==> src/rtl/mod_recombine_if.sv <==
// ---------------------------------------------------------------------------
// mod_recombine_if
//   Handshake and operand bundle for mod_recombine.
//
//   Handshake semantics (both channels):
//     A transfer happens on a rising clk edge where valid=1 and ready=1.
//     The producer holds valid (and its data) until that edge. The consumer
//     may raise or drop ready at will. On the input channel in_ready is the
//     DUT's "idle" flag. On the output channel num/overflow are held stable
//     for as long as out_valid=1.
//
//   Signals:
//     in_valid   master->slave  operand set present
//     in_ready   slave->master  block can accept operands
//     quotient   master->slave  WIDTH-bit quotient operand
//     divider    master->slave  WIDTH-bit divisor operand
//     remainder  master->slave  WIDTH-bit remainder operand
//     out_valid  slave->master  result present
//     out_ready  master->slave  consumer takes result
//     num        slave->master  low WIDTH bits of quotient*divider+remainder
//     overflow   slave->master  full-precision result exceeds 2^WIDTH-1
//     bad_rem    slave->master  remainder >= nonzero divider
//                               (present only with MOD_RECOMBINE_CHECK_EN)
//     state      slave->master  debug view of the controller FSM state
//
//   Optional feature macro: MOD_RECOMBINE_CHECK_EN
// ---------------------------------------------------------------------------
interface mod_recombine_if #(
  parameter int WIDTH = 16
);
  logic             in_valid;
  logic             in_ready;
  logic [WIDTH-1:0] quotient;
  logic [WIDTH-1:0] divider;
  logic [WIDTH-1:0] remainder;
  logic             out_valid;
  logic             out_ready;
  logic [WIDTH-1:0] num;
  logic             overflow;
  logic [1:0]       state;
`ifdef MOD_RECOMBINE_CHECK_EN
  logic             bad_rem;

  modport master (
    output in_valid, quotient, divider, remainder, out_ready,
    input  in_ready, out_valid, num, overflow, bad_rem, state
  );

  modport slave (
    input  in_valid, quotient, divider, remainder, out_ready,
    output in_ready, out_valid, num, overflow, bad_rem, state
  );
`else
  modport master (
    output in_valid, quotient, divider, remainder, out_ready,
    input  in_ready, out_valid, num, overflow, state
  );

  modport slave (
    input  in_valid, quotient, divider, remainder, out_ready,
    output in_ready, out_valid, num, overflow, state
  );
`endif
endinterface

==> src/rtl/mod_recombine.sv <==
// ---------------------------------------------------------------------------
// mod_recombine
//   Recombines a division result: num = quotient*divider + remainder, using a
//   bit-serial shift-and-add multiplier (one quotient bit per cycle, LSB
//   first) followed by a single remainder-add step. The latency from the
//   accept edge to out_valid is fixed at WIDTH+2 cycles, whatever the
//   operand values.
//
//   Ports:
//     clk   rising-edge clock
//     rst   asynchronous active-low reset
//     bus   mod_recombine_if.slave (handshake, operands, result, state)
//
//   Parameter:
//     WIDTH operand and result width in bits (default 16)
//
//   Optional feature macro: MOD_RECOMBINE_CHECK_EN
//     When defined, the block also drives bus.bad_rem. It is computed in the
//     ADD step and is set when divider != 0 and remainder >= divider. It is
//     held alongside num and cleared by reset.
//
//   FSM: IDLE -> MUL (WIDTH cycles) -> ADD -> DONE -> IDLE
// ---------------------------------------------------------------------------
module mod_recombine #(
  parameter int WIDTH = 16
) (
  input  logic           clk,
  input  logic           rst,
  mod_recombine_if.slave bus
);

  // Accumulator is one bit wider than a full product. The maximum
  // q*d + r is 2^(2W) - 2^W, so it never wraps.
  localparam int AW = 2 * WIDTH + 1;
  localparam int CW = (WIDTH > 1) ? $clog2(WIDTH) : 1;
  localparam logic [CW-1:0] LAST_IDX = CW'(WIDTH - 1);

  typedef enum logic [1:0] {
    IDLE = 2'd0,
    MUL  = 2'd1,
    ADD  = 2'd2,
    DONE = 2'd3
  } state_t;

  state_t           state;
  logic [WIDTH-1:0] q_reg;
  logic [WIDTH-1:0] d_reg;
  logic [WIDTH-1:0] r_reg;
  logic [AW-1:0]    acc;
  logic [CW-1:0]    idx;
  logic             in_ready_r;
  logic             out_valid_r;
  logic [WIDTH-1:0] num_r;
  logic             overflow_r;

  // Partial product for the current quotient bit: divider shifted by the
  // bit index.
  logic [AW-1:0] d_shift;
  // Final sum once the remainder is added in the ADD step.
  logic [AW-1:0] sum_rem;

  assign d_shift = {{(AW - WIDTH){1'b0}}, d_reg} << idx;
  assign sum_rem = acc + {{(AW - WIDTH){1'b0}}, r_reg};

`ifdef MOD_RECOMBINE_CHECK_EN
  logic bad_rem_r;
  logic bad_rem_next;

  assign bad_rem_next = (d_reg != '0) && (r_reg >= d_reg);
`endif

  always_ff @(posedge clk or negedge rst) begin
    if (!rst) begin
      state       <= IDLE;
      q_reg       <= '0;
      d_reg       <= '0;
      r_reg       <= '0;
      acc         <= '0;
      idx         <= '0;
      in_ready_r  <= 1'b1;
      out_valid_r <= 1'b0;
      num_r       <= '0;
      overflow_r  <= 1'b0;
`ifdef MOD_RECOMBINE_CHECK_EN
      bad_rem_r   <= 1'b0;
`endif
    end else begin
      case (state)
        IDLE: begin
          // in_ready_r is always 1 in IDLE, so in_valid alone marks an accept.
          if (bus.in_valid) begin
            q_reg      <= bus.quotient;
            d_reg      <= bus.divider;
            r_reg      <= bus.remainder;
            acc        <= '0;
            idx        <= '0;
            in_ready_r <= 1'b0;
            state      <= MUL;
          end
        end

        MUL: begin
          if (q_reg[idx]) begin
            acc <= acc + d_shift;
          end
          if (idx == LAST_IDX) begin
            state <= ADD;
          end else begin
            idx <= idx + 1'b1;
          end
        end

        ADD: begin
          acc        <= sum_rem;
          num_r      <= sum_rem[WIDTH-1:0];
          overflow_r <= |sum_rem[AW-1:WIDTH];
`ifdef MOD_RECOMBINE_CHECK_EN
          bad_rem_r  <= bad_rem_next;
`endif
          state      <= DONE;
        end

        DONE: begin
          // The first DONE cycle lets the freshly loaded result settle in its
          // output registers. out_valid rises on the following edge. This
          // gives the fixed WIDTH+2 latency, and the exit below can never
          // fire before the consumer has seen out_valid.
          if (!out_valid_r) begin
            out_valid_r <= 1'b1;
          end else if (bus.out_ready) begin
            out_valid_r <= 1'b0;
            in_ready_r  <= 1'b1;
            state       <= IDLE;
          end
        end

        default: begin
          state <= IDLE;
        end
      endcase
    end
  end

  assign bus.in_ready  = in_ready_r;
  assign bus.out_valid = out_valid_r;
  assign bus.num       = num_r;
  assign bus.overflow  = overflow_r;
  assign bus.state     = state;
`ifdef MOD_RECOMBINE_CHECK_EN
  assign bus.bad_rem   = bad_rem_r;
`endif

endmodule

==> src/flat_wrapper.sv <==
// flat-port wrapper written by rule: the top's interface ports become plain ports
module mod_recombine_flat 
#(
  parameter int WIDTH = 16
)
  (clk, rst, bus_in_valid, bus_quotient, bus_divider, bus_remainder, bus_out_ready, bus_in_ready, bus_out_valid, bus_num, bus_overflow, bus_state);
  mod_recombine_if #(.WIDTH(WIDTH)) bus_i ();
  input  logic clk;
  input  logic rst;
  input wire logic [$bits(bus_i.in_valid)-1:0] bus_in_valid;
  input wire logic [$bits(bus_i.quotient)-1:0] bus_quotient;
  input wire logic [$bits(bus_i.divider)-1:0] bus_divider;
  input wire logic [$bits(bus_i.remainder)-1:0] bus_remainder;
  input wire logic [$bits(bus_i.out_ready)-1:0] bus_out_ready;
  output wire logic [$bits(bus_i.in_ready)-1:0] bus_in_ready;
  output wire logic [$bits(bus_i.out_valid)-1:0] bus_out_valid;
  output wire logic [$bits(bus_i.num)-1:0] bus_num;
  output wire logic [$bits(bus_i.overflow)-1:0] bus_overflow;
  output wire logic [$bits(bus_i.state)-1:0] bus_state;
  assign bus_i.in_valid = bus_in_valid;
  assign bus_i.quotient = bus_quotient;
  assign bus_i.divider = bus_divider;
  assign bus_i.remainder = bus_remainder;
  assign bus_i.out_ready = bus_out_ready;
  assign bus_in_ready = bus_i.in_ready;
  assign bus_out_valid = bus_i.out_valid;
  assign bus_num = bus_i.num;
  assign bus_overflow = bus_i.overflow;
  assign bus_state = bus_i.state;
  mod_recombine #(.WIDTH(WIDTH)) u_core (.clk(clk), .rst(rst), .bus(bus_i));
endmodule
==> config.mk <==
export PLATFORM = sky130hd
export DESIGN_NAME = mod_recombine_flat
export DESIGN_NICKNAME = d
export VERILOG_FILES = /design/src/rtl/mod_recombine_if.sv /design/src/rtl/mod_recombine.sv /design/src/flat_wrapper.sv
export SDC_FILE = /design/constraint.sdc
export NUM_CORES = 1
export LEC_CHECK = 0
export CELL_PAD_IN_SITES_DETAIL_PLACEMENT = 1
export CELL_PAD_IN_SITES_GLOBAL_PLACEMENT = 1
export CORE_MARGIN = 2
export CORE_UTILIZATION = 25
export CTS_CLUSTER_DIAMETER = 100
export DETAILED_ROUTE_END_ITERATION = 8
export PLACE_DENSITY = 0.54
export RECOVER_POWER = 100
export SYNTH_ARGS = -nofsm -noshare
export SYNTH_HDL_FRONTEND = slang
export SYNTH_SLANG_ARGS = --single-unit
==> constraint.sdc <==
create_clock -name clk -period 5 [get_ports clk]
set_clock_uncertainty 0.2 [all_clocks]
set_input_delay 1 -clock clk [delete_from_list [all_inputs] [get_ports clk]]
set_output_delay 1 -clock clk [all_outputs]
set_load 0.1 [all_outputs]
==> out/results.tsv, run 1 <==
stage	metric	value	unit
timing	fmax	219	MHz
synth	ys_ff_latch	106	
run_status	violations	max-capacitance violations, max-slew violations	
floorplan	die_y	186	um
routing	drc	0	
timing	finalSetupTns	0	ps
floorplan	die_w	186	um
synth	synth_area_leaders	dfrtp_1 (32%), mux2_2 (8.7%), ha_1 (7.9%), a21oi_1 (4.3%), nand2_1 (4.1%)	
clock_network	clock_path_buffers	2	
timing	slew_headroom	-34.9	%
pwr	vdd_drop_max	0.000399	V
min_path	hp-class	flip-flop to flip-flop	
synth	ys.flop_type	dfrtp_1	
clock_network	tritoncts	done	
synth	ys_seq_area_share	32.2	%
grt	grt_use_total	15.6	%
clock_network	cts-resized-gates	0	
critical_path	crit_arrival	4630	ps
run_status	status	complete, but fails checks	
clock_network	h-tree-depth	3	
clock_network	cts_root_buf	clkbuf_16	
layout	fin_util	29.6	%
floorplan	ioPinCount	73	
floorplan	rows	66	
synth	synth_cell_types	80	
synth	synth_cells	927	
synth	synth_largest_area_cell	dfrtp_1	
layout	nets	1080	
routing	drtPass1Iterations	4	
synth	avgSynthCellArea	8.89	um^2
layout	area.growth.synth_to_final	17.0	%
grt	grt_pass1_vias	7263	
min_path	holdCritStartpoint	u_core.bus.num[9]$_DFFE_PN0P_	
critical_path	start_kind	flip-flop	
routing	antenna_left	0	
routing	via_count	7100	
synth	async_reset_ff_share	100	%
layout	final_area	9640	um^2
grt	antenna_found_initial	0	
clock_network	post-cts-setup-buffers	0	
clock_network	worstSkewPairLatency	370	ps
critical_path	crit_type	flip-flop to flip-flop	
clock_network	cts_buffers	9	
grt	grt_pass1_wl	41.8	mm
synth	syn-cell-area	8240	um^2
critical_path	worstReg2RegEnd	u_core.acc[29]$_DFFE_PN0P_	
floorplan	dieArea	34400	um^2
pwr	p_per_area	675	nW/um^2
layout	largest_reg_flops	33	
timing	rsz0062_at_grt	false	
critical_path	critPathRequiredTime	5060	ps
timing	worst_slew_pin_slew	2020	ps
critical_path	reg2reg_from	u_core.idx[0]$_DFFE_PN0P_	
min_path	min_to	u_core.bus.num[9]$_DFFE_PN0P_	
place	place_hpwl	20.1	mm
synth	yosysTopAreaCellShare	31.9	%
routing	initialDrtViolationCount	295	
clock_network	cts_sinks	106	
critical_path	worst-r2r-cell-count	16	
routing	vias_per_cell	5.00	
critical_path	ff2ff_setup_slack	430	ps
flow_run	maxCapViolCount	3	
timing	drv_slew	104	
clock_network	ctsHoldBuffers	0	
timing	min_period_over_period	91.5	%
timing	hold_viol	0	
grt	grt_overflow_total	0	
synth	ys_warn_count	0	
layout	largest_register	u_core.acc	
routing	wirelength	25.7	mm
floorplan	core_area	32500	um^2
place	place_area	9400	um^2
critical_path	crit_path_end_kind	flip-flop	
timing	setup_violations	0	
layout	diodes	0	
grt	grt_max_degree	41	
pwr	power.leakage	4.06	nW
place	place.port_buffers	72	
layout	drive_gt1_share	10.2	%
timing	fin_crit	4570	ps
critical_path	crit_fanout	16	
synth	synth_edf_count	0	
floorplan	initial_utilization	25.3	%
routing	wl_per_cell	18.1	um
clock_network	clk_pin_slew	70	ps
synth	syn_nets	1033	
min_path	min_path_cells	1	
place	place_congestion	0.826	
[worst max path at each step]
stage | from | end | slack, ps
3_5_place_dp | u_core.idx[0]$_DFFE_PN0P_ | u_core.acc[29]$_DFFE_PN0P_ | 470
4_1_cts | u_core.idx[0]$_DFFE_PN0P_ | u_core.acc[29]$_DFFE_PN0P_ | 480
3_3_place_gp | u_core.idx[0]$_DFFE_PN0P_ | u_core.acc[31]$_DFFE_PN0P_ | 510
2_1_floorplan | u_core.idx[0]$_DFFE_PN0P_ | u_core.acc[30]$_DFFE_PN0P_ | 820
5_1_grt | u_core.idx[0]$_DFFE_PN0P_ | u_core.acc[29]$_DFFE_PN0P_ | 100
6_report | u_core.idx[0]$_DFFE_PN0P_ | u_core.acc[29]$_DFFE_PN0P_ | 430
[layout by cell type (no fill, tap or decap), types with 4 or more instances in the layout]
master           synthesis  final
clkbuf_16                0      9
a21o_1                  20     20
nor2b_1                 12     12
o21ai_0                 65     71
o22ai_1                  5      5
o21ai_1                  7      4
a22oi_1                  9      9
o21a_1                  10     10
mux2_2                  64     61
clkdlybuf4s50_1          0     48
nor3_1                  20     20
a31oi_1                 11     11
o221ai_1                 6      6
ha_1                    52     52
a21oi_1                 70     70
nand3b_1                 4      4
nand3_1                 25     25
a211oi_1                 8      8
nand4_1                  7      7
xor2_1                  17     17
xnor2_1                 30     30
dfrtp_1                105    105
and4_1                   4      4
nand2b_1                 6      6
o211ai_1                 6      7
inv_1                   28     28
nor2_1                  71     71
mux2i_1                 24     24
nand2_1                 89     89
and3_1                  10     10
dlygate4sd3_1            0     23
o31ai_1                 10     10
buf_4                    1      8
clkbuf_1                33      5
and2_1                   9      7
[per-layer routing]
metal / part of all wire (%) / global-route usage (%) / up-vias
li1: - / - / 3514
met1: 52 / 22.7 / 3473
met2: 44 / 24.5 / 93
met3: 2.8 / 1.80 / 20
met4: 1.3 / 4.13 / 0
met5: 0 / 0 / -
[cell type report]
cell class              count  area (um^2)
fillers                  3852        22900
well taps                 442          553
repair buffers             85          795
clock buffers              11          253
flip-flops and latches    106         2650
clock inverters             5         35.0
inverters                  28          105
multi-input cells         744         5250
[per-stage QoR]
stage / hold WS [ps] / worst slack (ps) / power, mW / std cells
floorplan: 270 / 824 / 4.69 / 927
global placement: 285 / 508 / 5.84 / 1405
detailed placement: 293 / 471 / 5.88 / 1405
CTS: 310 / 478 / 6.64 / 1421
global route: 316 / 102 / 7.08 / 1421
finish: 304 / 426 / 6.50 / 1421
[cells by family (layout without fill, tap and decap cells)]
family	Yosys count	in the layout	synth area share, %
simple gates	277	277	16.0
compound gates	275	275	22.0
flops	106	106	32.2
mux	91	91	12.6
buf+inv	77	129	3.84
fa+ha+maj	54	54	8.38
xor+xnor	47	47	5.00
[Yosys cell counts, types with 11 or more instances]
cell type,instances
nor2b_1,12
a31oi_1,11
nor2_1,71
xor2_1,17
mux2i_1,24
nand2_1,89
dfrtp_1,105
xnor2_1,30
clkbuf_1,33
inv_1,28
a21o_1,20
mux2_2,64
o21ai_0,65
a21oi_1,70
nor3_1,20
nand3_1,25
ha_1,52
[critical path, stage by stage, from the launching register on]
cell and delay, ps:
dfrtp_1 640, buf_4 350, mux2_1 370, a21oi_1 300
o21ai_0 160, nor2_1 120, a21oi_1 80, ha_1 380
a21oi_1 140, o21ai_0 150, o41ai_1 320, o21ai_0 160
o21ba_1 300, o211ai_1 180, o22ai_1 230, xnor2_1 100
a211o_1 290
[power breakdown]
group	leakage, nW	switching (mW)	internal, mW
Clock	0.142	0.358	0.368
Combinational	2.60	2.78	1.54
Sequential	1.32	0.259	1.20
Total	4.06	3.40	3.10
(Power assumes the default switching activity.)
==> run 2: changes to the inputs <==
--- a/config.mk
+++ b/config.mk
@@ -13,6 +13,7 @@
 export DETAILED_ROUTE_END_ITERATION = 8
 export PLACE_DENSITY = 0.54
 export RECOVER_POWER = 100
+export SLEW_MARGIN = 10
 export SYNTH_ARGS = -nofsm -noshare
 export SYNTH_HDL_FRONTEND = slang
 export SYNTH_SLANG_ARGS = --single-unit
==> results of run 2 <==
Final layout, timing and power as in run 1 (identical DEF).
